$ cat src/rtl/lsu_pkg.sv
// lsu_pkg: shared state encoding, RV32I width codes and access-legality check for the load/store unit.
package lsu_pkg;
   typedef enum logic [1:0] {IDLE, READ, WRITE, RESP} state_t;
   localparam logic [2:0] F3_B  = 3'b000;
   localparam logic [2:0] F3_H  = 3'b001;
   localparam logic [2:0] F3_W  = 3'b010;
   localparam logic [2:0] F3_BU = 3'b100;
   localparam logic [2:0] F3_HU = 3'b101;
   // High when the access is misaligned for its width or not a legal RV32I load/store width.
   function automatic logic access_err(input logic we, input logic [2:0] f3, input logic [1:0] lo);
      return (f3 == 3'b011) || (f3[2:1] == 2'b11) || (we && f3[2]) ||
             ((f3 == F3_H || f3 == F3_HU) && lo[0]) || (f3 == F3_W && lo != 2'b00);
   endfunction
endpackage

$ cat src/rtl/lsu_align.sv
// lsu_align: byte/half lane merge for stores and sign/zero-extending lane extract for loads.
module lsu_align
   import lsu_pkg::*;
(
   input  logic [31:0] word,
   input  logic [31:0] wdata,
   input  logic [1:0]  lane,
   input  logic [2:0]  funct3,
   output logic [31:0] merged,
   output logic [31:0] extracted
);
   logic [4:0]  sh;
   logic [7:0]  b;
   logic [15:0] h;
   always_comb begin
      sh = {lane, 3'b000};
      b = 8'(word >> sh);
      h = lane[1] ? word[31:16] : word[15:0];
      extracted = funct3 == F3_B  ? {{24{b[7]}}, b} :
                  funct3 == F3_H  ? {{16{h[15]}}, h} :
                  funct3 == F3_BU ? {24'b0, b} :
                  funct3 == F3_HU ? {16'b0, h} : word;
      merged = funct3 == F3_B ? (word & ~(32'hFF << sh)) | ({24'b0, wdata[7:0]} << sh) :
               funct3 == F3_H ? (lane[1] ? {wdata[15:0], word[15:0]} : {word[31:16], wdata[15:0]}) :
               wdata;
   end
endmodule

$ cat src/rtl/data_mem_lsu.sv
// data_mem_lsu: request/response load/store unit for a word-wide data memory;
// sub-word stores are done by read-modify-write, illegal or misaligned accesses are rejected.
module data_mem_lsu
   import lsu_pkg::*;
#(
   parameter int ADDR_W = 8
) (
   input  logic              clk,
   input  logic              reset,
   input  logic              req_valid,
   output logic              req_ready,
   input  logic              req_we,
   input  logic [2:0]        req_funct3,
   input  logic [ADDR_W-1:0] req_addr,
   input  logic [31:0]       req_wdata,
   output logic              rsp_valid,
   output logic [31:0]       rsp_rdata,
   output logic              rsp_err,
   output logic              mem_ce,
   output logic              mem_wr_en,
   output logic [ADDR_W-1:0] mem_addr,
   output logic [31:0]       mem_wdata,
   input  logic [31:0]       mem_rdata
);
   state_t state, state_n;
   logic [ADDR_W-1:0] addr_q;
   logic [2:0]        f3_q;
   logic              we_q;
   logic [31:0]       wdata_q, word_q, merged, extracted;
   logic              req_err;

   assign req_err = access_err(req_we, req_funct3, req_addr[1:0]);

   lsu_align u_align (
      .word      (state == READ ? mem_rdata : word_q),
      .wdata     (wdata_q),
      .lane      (addr_q[1:0]),
      .funct3    (f3_q),
      .merged    (merged),
      .extracted (extracted)
   );

   // Memory-side outputs come straight from the state register so reset kills them at once.
   assign req_ready = state == IDLE;
   assign rsp_valid = state == RESP;
   assign mem_ce    = state == READ || state == WRITE;
   assign mem_wr_en = state == WRITE;
   assign mem_addr  = mem_ce ? {addr_q[ADDR_W-1:2], 2'b00} : '0;
   assign mem_wdata = mem_wr_en ? merged : '0;

   always_ff @(posedge clk or posedge reset) begin
      if (reset) state <= IDLE;
      else       state <= state_n;
   end

   always_comb begin
      state_n = state;
      case (state)
         IDLE:    state_n = req_valid ? (req_err ? RESP : READ) : IDLE;
         READ:    state_n = we_q ? WRITE : RESP;
         WRITE:   state_n = RESP;
         default: state_n = IDLE;
      endcase
   end

   always_ff @(posedge clk or posedge reset) begin
      if (reset) begin
         addr_q    <= '0;
         f3_q      <= '0;
         we_q      <= 1'b0;
         wdata_q   <= '0;
         word_q    <= '0;
         rsp_rdata <= '0;
         rsp_err   <= 1'b0;
      end else begin
         if (state == IDLE && req_valid) begin
            addr_q  <= req_addr;
            f3_q    <= req_funct3;
            we_q    <= req_we;
            wdata_q <= req_wdata;
            if (req_err) begin
               rsp_rdata <= '0;
               rsp_err   <= 1'b1;
            end
         end
         if (state == READ) begin
            word_q <= mem_rdata;
            if (!we_q) begin
               rsp_rdata <= extracted;
               rsp_err   <= 1'b0;
            end
         end
         if (state == WRITE) begin
            rsp_rdata <= '0;
            rsp_err   <= 1'b0;
         end
      end
   end
endmodule
$ cat config.mk
export PLATFORM = sky130hd
export DESIGN_NAME = data_mem_lsu
export DESIGN_NICKNAME = d
export VERILOG_FILES = /design/src/rtl/lsu_pkg.sv /design/src/rtl/lsu_align.sv /design/src/rtl/data_mem_lsu.sv
export SDC_FILE = /design/constraint.sdc
export NUM_CORES = 1
export LEC_CHECK = 0
export CORE_MARGIN = 1
export CORE_UTILIZATION = 44
export CTS_CLUSTER_DIAMETER = 80
export DETAILED_ROUTE_END_ITERATION = 16
export GPL_TIMING_DRIVEN = 0
export PLACE_DENSITY = 0.74
export SYNTH_ARGS = -nofsm -noshare
export SYNTH_HDL_FRONTEND = slang
export SYNTH_HIERARCHICAL = 1
export SYNTH_SLANG_ARGS = --single-unit
export TNS_END_PERCENT = 5
$ cat constraint.sdc
create_clock -name clk -period 8.6 [get_ports clk]
set_input_delay 2.58 -clock clk [delete_from_list [all_inputs] [get_ports clk]]
set_output_delay 2.58 -clock clk [all_outputs]
set_load 0.02 [all_outputs]
==> impl_metrics.json <==
{
  "status": "complete, no violations",
  "synthFlopType": "dfrtp_1",
  "area_delta_synth_final_pct": 35.9,
  "fillCellCount": 1063,
  "n_antenna_cell": 0,
  "vias_per_cell": 5.56,
  "max_slew.worst_pin.slew_ns": 0.764,
  "synth_cell_types": 45,
  "clk_latency_ns": 0.35,
  "rr_startpoint": "state[1]",
  "critPathKind": "in2out",
  "pin_count": 156,
  "drv_slew": 0,
  "ys_seq_area_share_pct": 48.4,
  "die-area_um2": 13500,
  "htree_levels": 3,
  "crit_buf_inv": 3,
  "min_period_ns": 7.06,
  "ys_warn_count": 6,
  "max-vdd-ir-drop_uv": 230,
  "start_util_pct": 45.3,
  "cts_hold_buf": 0,
  "crit_top_cell": "clkdlybuf4s50_1",
  "synth_area_um2": 5740,
  "critical_path.top_delay_family": "buffers and inverters",
  "utilization_pct": 61.6,
  "core_area_um2": 12700,
  "vias": 4776,
  "cts.path.max_buffers": 2,
  "cts_buffers": 9,
  "overflow": 0,
  "place.gp.congestion": 0.920,
  "final_cell_mix": "clkdlybuf4s50_1, dfrtp_1, mux2_2, and2_1, nor2_1",
  "max-slew-margin-rel_pct": 49.0,
  "drt_wl_total_um": 16600,
  "drc": 0,
  "max_stage_delay_ns": 0.54,
  "max_freq_ghz": 0.142,
  "cts.sink_count": 111,
  "cts_setup_buffers": 0,
  "start_kind": "primary input",
  "cp_max_fo": 4,
  "dp_cells": 843,
  "clockRootBuffer": "clkbuf_16",
  "crit_chain": "clkdlybuf4s50_1, mux2_2, a222oi_1, inv_1, and2_1, clkdlybuf4s50_1",
  "power_density_nw_per_um2": 437,
  "async_flop_share_pct": 100,
  "grt_pass1_vias": 4618,
  "clk_pin_slew_ns": 0.07,
  "gr-usage-all-layers_pct": 25.6,
  "stdcell_area_um2": 7810,
  "rsz0062_at_grt": "no",
  "mostFrequentLayoutCell": "clkdlybuf4s50_1",
  "hold_viol": 0,
  "io_buffers": 153,
  "fin_crit_sh_pct": 82.1,
  "ys_ff_latch": 111,
  "drv_cap": 0,
  "grt_pass1_wl_um": 25600,
  "dp_hpwl_um": 12500,
  "ant_nets": 0,
  "cts_tree": "yes",
  "grt_max_degree": 62,
  "critPathSlowestCell": "clkdlybuf4s50_1",
  "antenna_found_initial": 0,
  "die_x_um": 116,
  "avgSynthCellArea_um2": 11.1,
  "fin_cells": 859,
  "hold_path_class": "reg2reg",
  "wl_per_cell_um": 19.3,
  "endpoint_kind": "output port",
  "drt-initial-drc-count": 414,
  "placedInstanceArea_um2": 7520,
  "fin_setup_tns_ns": 0,
  "setup_viol": 0,
  "rows": 41,
  "nNetsFinal": 765,
  "die_y_um": 116,
  "synth-edff-count": 0,
  "p_leak_nw": 3.36,
  "required_ns": 6.02,
  "syn_inst": 516,
  "drtPass1Iterations": 5,
  "hp-start": "addr_q[6]",
  "fin_skew_ns": 0.00541,
  "crit_path_start": "mem_rdata[14]",
  "drive_gt1_share_pct": 21.4,
  "cts_resized": 0,
  "critPathArrivalTime_ns": 4.48
}
synthesized netlist by cell type (all sizes together), types with 8 or more instances:
library cell,count,area [um^2]
dfrtp,111,2780
mux2,84,946
nor2,52,225
and2,41,257
a22o,33,289
buf,31,199
nand2,27,104
a21oi,19,106
o21ai,18,93.8
inv,17,63.8
mux2i,10,104
a21o,8,60.1
a221o,8,80.1
a222oi,8,80.1
a31oi,8,50.1
o22ai,8,50.1
cell type report:
class	instances	area (um^2)	share of cell area, %
Buffer	36	218	2.79
Clock buffer	12	256	3.28
Clock inverter	4	27.5	0.353
Inverter	17	66.3	0.849
Multi-Input combinational cell	353	2690	34.4
Sequential cell	111	2780	35.6
Tap cell	172	215	2.76
Timing Repair Buffer	154	1560	20.0
per-stage QoR:
step                worst slack (ns)  total power, mW  hold WS (ns)
floorplan                       2.59             2.25         0.470
global placement                1.58             2.95         0.482
detailed placement              1.57             2.99         0.482
CTS                             1.54             3.41         0.505
global route                    1.42             3.62         0.512
finish                          1.54             3.42         0.500
cell families (layout without fill, tap and decap cells):
| logic type | Yosys count | in the layout | share of synthesized area, % |
|---|---|---|---|
| buffers and inverters | 53 | 223 | 4.90 |
| flip-flops | 111 | 111 | 48.4 |
| adder cells (fa/ha/maj) | 4 | 4 | 0.871 |
| other | 1 | 2 | 0.0653 |
| AND/OR/NAND/NOR | 136 | 136 | 12.1 |
| multiplexers | 94 | 94 | 18.3 |
| AO/OA/AOI/OAI | 117 | 117 | 15.4 |
path summary, 6_finish.rpt:
kind                            endpoint  slack [ns]  depth (start not counted)
hold reg to reg                addr_q[6]        0.50                          1
min in group asynchronous   rsp_rdata[1]        2.73                          2
setup reg to reg           rsp_rdata[22]        5.43                         11
hold / removal                 addr_q[6]        0.50                          1
max in group asynchronous    wdata_q[13]        5.18                          3
setup / recovery           mem_wdata[14]        1.54                          6
metal layers:
layer  part of all wire, %  GRT usage [%]  vias to the layer above
li1                      -              -                     2187
met2                    46           39.7                      238
met1                    43           36.1                     2326
met3                   8.4           4.31                       25
met5                     0              0                        -
met4                   2.5           9.74                        0
power by group:
group | switching (mW) | leakage [nW] | internal [mW]
Sequential | 0.161 | 1.37 | 0.762
Combinational | 1.14 | 1.85 | 0.956
Clock | 0.187 | 0.143 | 0.214
flip-flops by register name, indices dropped and copies added, names as in the netlist:
signal / count
we_q: 1
f3_q: 3
rsp_err: 1
wdata_q: 32
word_q: 32
rsp_rdata: 32
state: 2
addr_q: 8
No activity file was read; power rests on OpenSTA's default activity.
==> edit: new RTL, config.mk and constraints unchanged <==
Put one more register stage on the output `rsp_err`, cleared by the reset. The value now appears one clock later. The other outputs are not delayed to match.
--- a/src/rtl/data_mem_lsu.sv
+++ b/src/rtl/data_mem_lsu.sv
@@ -24,2 +24,4 @@
 );
+
+   logic rsp_err_s0;
    state_t state, state_n;
@@ -73,3 +75,3 @@
          rsp_rdata <= '0;
-         rsp_err   <= 1'b0;
+         rsp_err_s0 <= 1'b0;
       end else begin
@@ -82,3 +84,3 @@
                rsp_rdata <= '0;
-               rsp_err   <= 1'b1;
+               rsp_err_s0 <= 1'b1;
             end
@@ -89,3 +91,3 @@
                rsp_rdata <= extracted;
-               rsp_err   <= 1'b0;
+               rsp_err_s0 <= 1'b0;
             end
@@ -94,3 +96,3 @@
             rsp_rdata <= '0;
-            rsp_err   <= 1'b0;
+            rsp_err_s0 <= 1'b0;
          end
@@ -98,2 +100,10 @@
    end
+   always_ff @(posedge clk or posedge reset) begin
+      if (reset) begin
+         rsp_err <= '0;
+      end else begin
+         rsp_err <= rsp_err_s0;
+      end
+   end
+
 endmodule
Behaviour: not the same (a bounded check fails within 4 cycles, from zero or initial values and one cycle with reset high).
==> edit against the unedited design <==
  * Setup slack improved by 0.015 ns
  * Final cell count fell by 0.12%
  * Non-clock buffer count did not move
  * Synthesized area rose by 0.44%
  * Utilization barely moved
  * Final area rose by 0.46%
  * Routed wire length rose by 3.0%
  * Total power rose by 1.2%
  * Hold slack got worse by 0.11 ns
  * Sequential cell count rose by 1
  * First-iteration DRC count rose by 0.24%
  * Critical path depth did not move
  * Count of clock-buffer cells in the layout fell by 1
  * Critical path type unchanged
  * Critical endpoint is now mem_wdata[8]
==> edit: results (changes against the unedited design) <==
Run status:
- The run finished with clean final reports.

Clock tree:
- The count of buffers added by post-CTS timing repair for setup is 0 (unchanged).
- TritonCTS built the clock tree.
- The clock tree buffer depth is 2 (unchanged).

Timing:
- The maximum clock skew at final layout is 0.00651 ns (+0.00110 ns).
- The final setup TNS is 0 ns (unchanged).
- The final count of hold timing violations came to 0 (unchanged).
- The worst slew margin relative to its limit is 0.573 (+0.0822).

Place:
- The post-DP HPWL is 12.8 mm (+2.0%).
- The final weighted congestion in routability-driven placement was 0.917 (-0.41%).

Finish:
- The layout net count is 766 (+0.13%).
- The share of final-layout standard cells stronger than drive strength 1 is 0.213 (-0.00115).
- The total of fill cells in the finished design came to 1083 (+1.9%).
- The largest registers in the layout are rsp_rdata: 32 flops, wdata_q: 32 flops, word_q: 32 flops.

GRT:
- The number of global-route vias before repair is 4671 (+1.1%).
- The global-route usage over all layers is 0.260 (+0.00369).
- The maximum number of pins on one net before global-route repair is 63 (+1.6%).
- The first-pass GRT wire length is 25.9 mm (+1.2%).

Synth:
- The most used flip-flop cell after synthesis is sky130_fd_sc_hd__dfrtp_1.
- In the synthesized netlist, the cells that appear most often are sky130_fd_sc_hd__dfrtp_1, sky130_fd_sc_hd__mux2_2, sky130_fd_sc_hd__and2_1, sky130_fd_sc_hd__nor2_1, sky130_fd_sc_hd__a22o_1.
- The part of the Yosys area used for sequential elements is 0.486 (+0.00224).
- In the post-synthesis netlist, the biggest area contributors are sky130_fd_sc_hd__dfrtp_1, sky130_fd_sc_hd__mux2_2, sky130_fd_sc_hd__a22o_1.

Power and ir drop:
- The internal power is 1.96 mW (+1.7%).
- The static leakage is 3.37 nW (+0.40%).
- The maximum VDD drop is 176 uV (-23%).

Detailed routing:
- The average vias per placed instance came to 5.53 (-0.47%).
- The average routed wire per standard cell came to 19.9 um (+3.2%).
- The violation count after the first detailed-routing iteration is 415 (+0.24%).
- The number of detailed-routing iterations run before antenna repair is 6 (+1).

Setup path:
- The maximum fanout along the worst path is 4 (unchanged).
- The arrival time at the worst endpoint was 4.46 ns (-0.02 ns).
## edit: logic make-up (layout without fill, tap and decap cells)
| kind of cell | Yosys count | in the layout | synth area share |
|---|---|---|---|
| other cells | 1 | 2 | 0.000650 |
| mux | 94 | 94 | 0.182 |
| flops | 112 | 112 | 0.486 |
| buf+inv | 53 | 221 | 0.0488 |
| simple gates | 136 | 136 | 0.121 |
| compound gates | 117 | 117 | 0.153 |
| fa+ha+maj | 4 | 4 | 0.00868 |
## edit: layer usage
layer  vias to the layer above  GRT usage  wire (um)
met3                        46     0.0410        972
li1                       2180          -          -
met4                         0      0.124        685
met2                       189      0.413       8010
met5                         -          0          0
met1                      2333      0.349       7410
## edit: area by class of cell
cell class | instances | area, um2 | share of cell area
Sequential cell | 112 | 2800 | 0.357
Multi-Input combinational cell | 353 | 2690 | 0.343
Timing Repair Buffer | 154 | 1560 | 0.199
Clock buffer | 11 | 253 | 0.0322
Buffer | 36 | 218 | 0.0278
Tap cell | 172 | 215 | 0.0274
Inverter | 17 | 66.3 | 0.00845
Clock inverter | 3 | 42.5 | 0.00542
## edit: final timing paths
path	to	cells past startpoint	startpoint	slack (ns)
worst max-delay path	mem_wdata[8]	6	mem_rdata[8]	1.56
worst min-delay path	rsp_err$_DFF_PP0_	0	rsp_err_s0$_DFF_PP0_	0.38
worst max register to register	rsp_rdata[30]$_DFF_PP0_	11	state[1]$_DFF_PP0_	5.38
worst min register to register	rsp_err$_DFF_PP0_	0	rsp_err_s0$_DFF_PP0_	0.38
max in group asynchronous	wdata_q[28]$_DFFE_PP0P_	3	reset	5.22
min in group asynchronous	rsp_rdata[3]$_DFF_PP0_	2	reset	2.66
## edit: power by group through the flow
stage	Combinational [mW]	Sequential [mW]	Clock (mW)
3_3_place_gp	2.04	0.922	0
6_report	2.11	0.926	0.423
3_5_place_dp	2.08	0.932	0
4_1_cts	2.09	0.924	0.425
5_1_grt	2.25	0.953	0.449
2_1_floorplan	1.33	0.935	0
## edit: critical path, cell delays in order
cell and delay [ns]:
sky130_fd_sc_hd__clkdlybuf4s50_1 0.41, sky130_fd_sc_hd__mux2_2 0.32, sky130_fd_sc_hd__a222oi_1 0.33, sky130_fd_sc_hd__inv_1 0.10, sky130_fd_sc_hd__and2_1 0.17, sky130_fd_sc_hd__clkdlybuf4s50_1 0.55
## edit: through the flow
stage | std cells | area (um2) | worst slack (ns) | utilization | power [mW]
finish | 858 | 7850 | 1.56 | 0.617 | 3.46
global route | 858 | 7850 | 1.50 | 0.617 | 3.65
CTS | 858 | 7850 | 1.55 | 0.617 | 3.44
detailed placement | 844 | 7550 | 1.56 | 0.593 | 3.01
global placement | 843 | 7520 | 1.56 | 0.591 | 2.96
floorplan | 518 | 5770 | 2.59 | - | 2.26
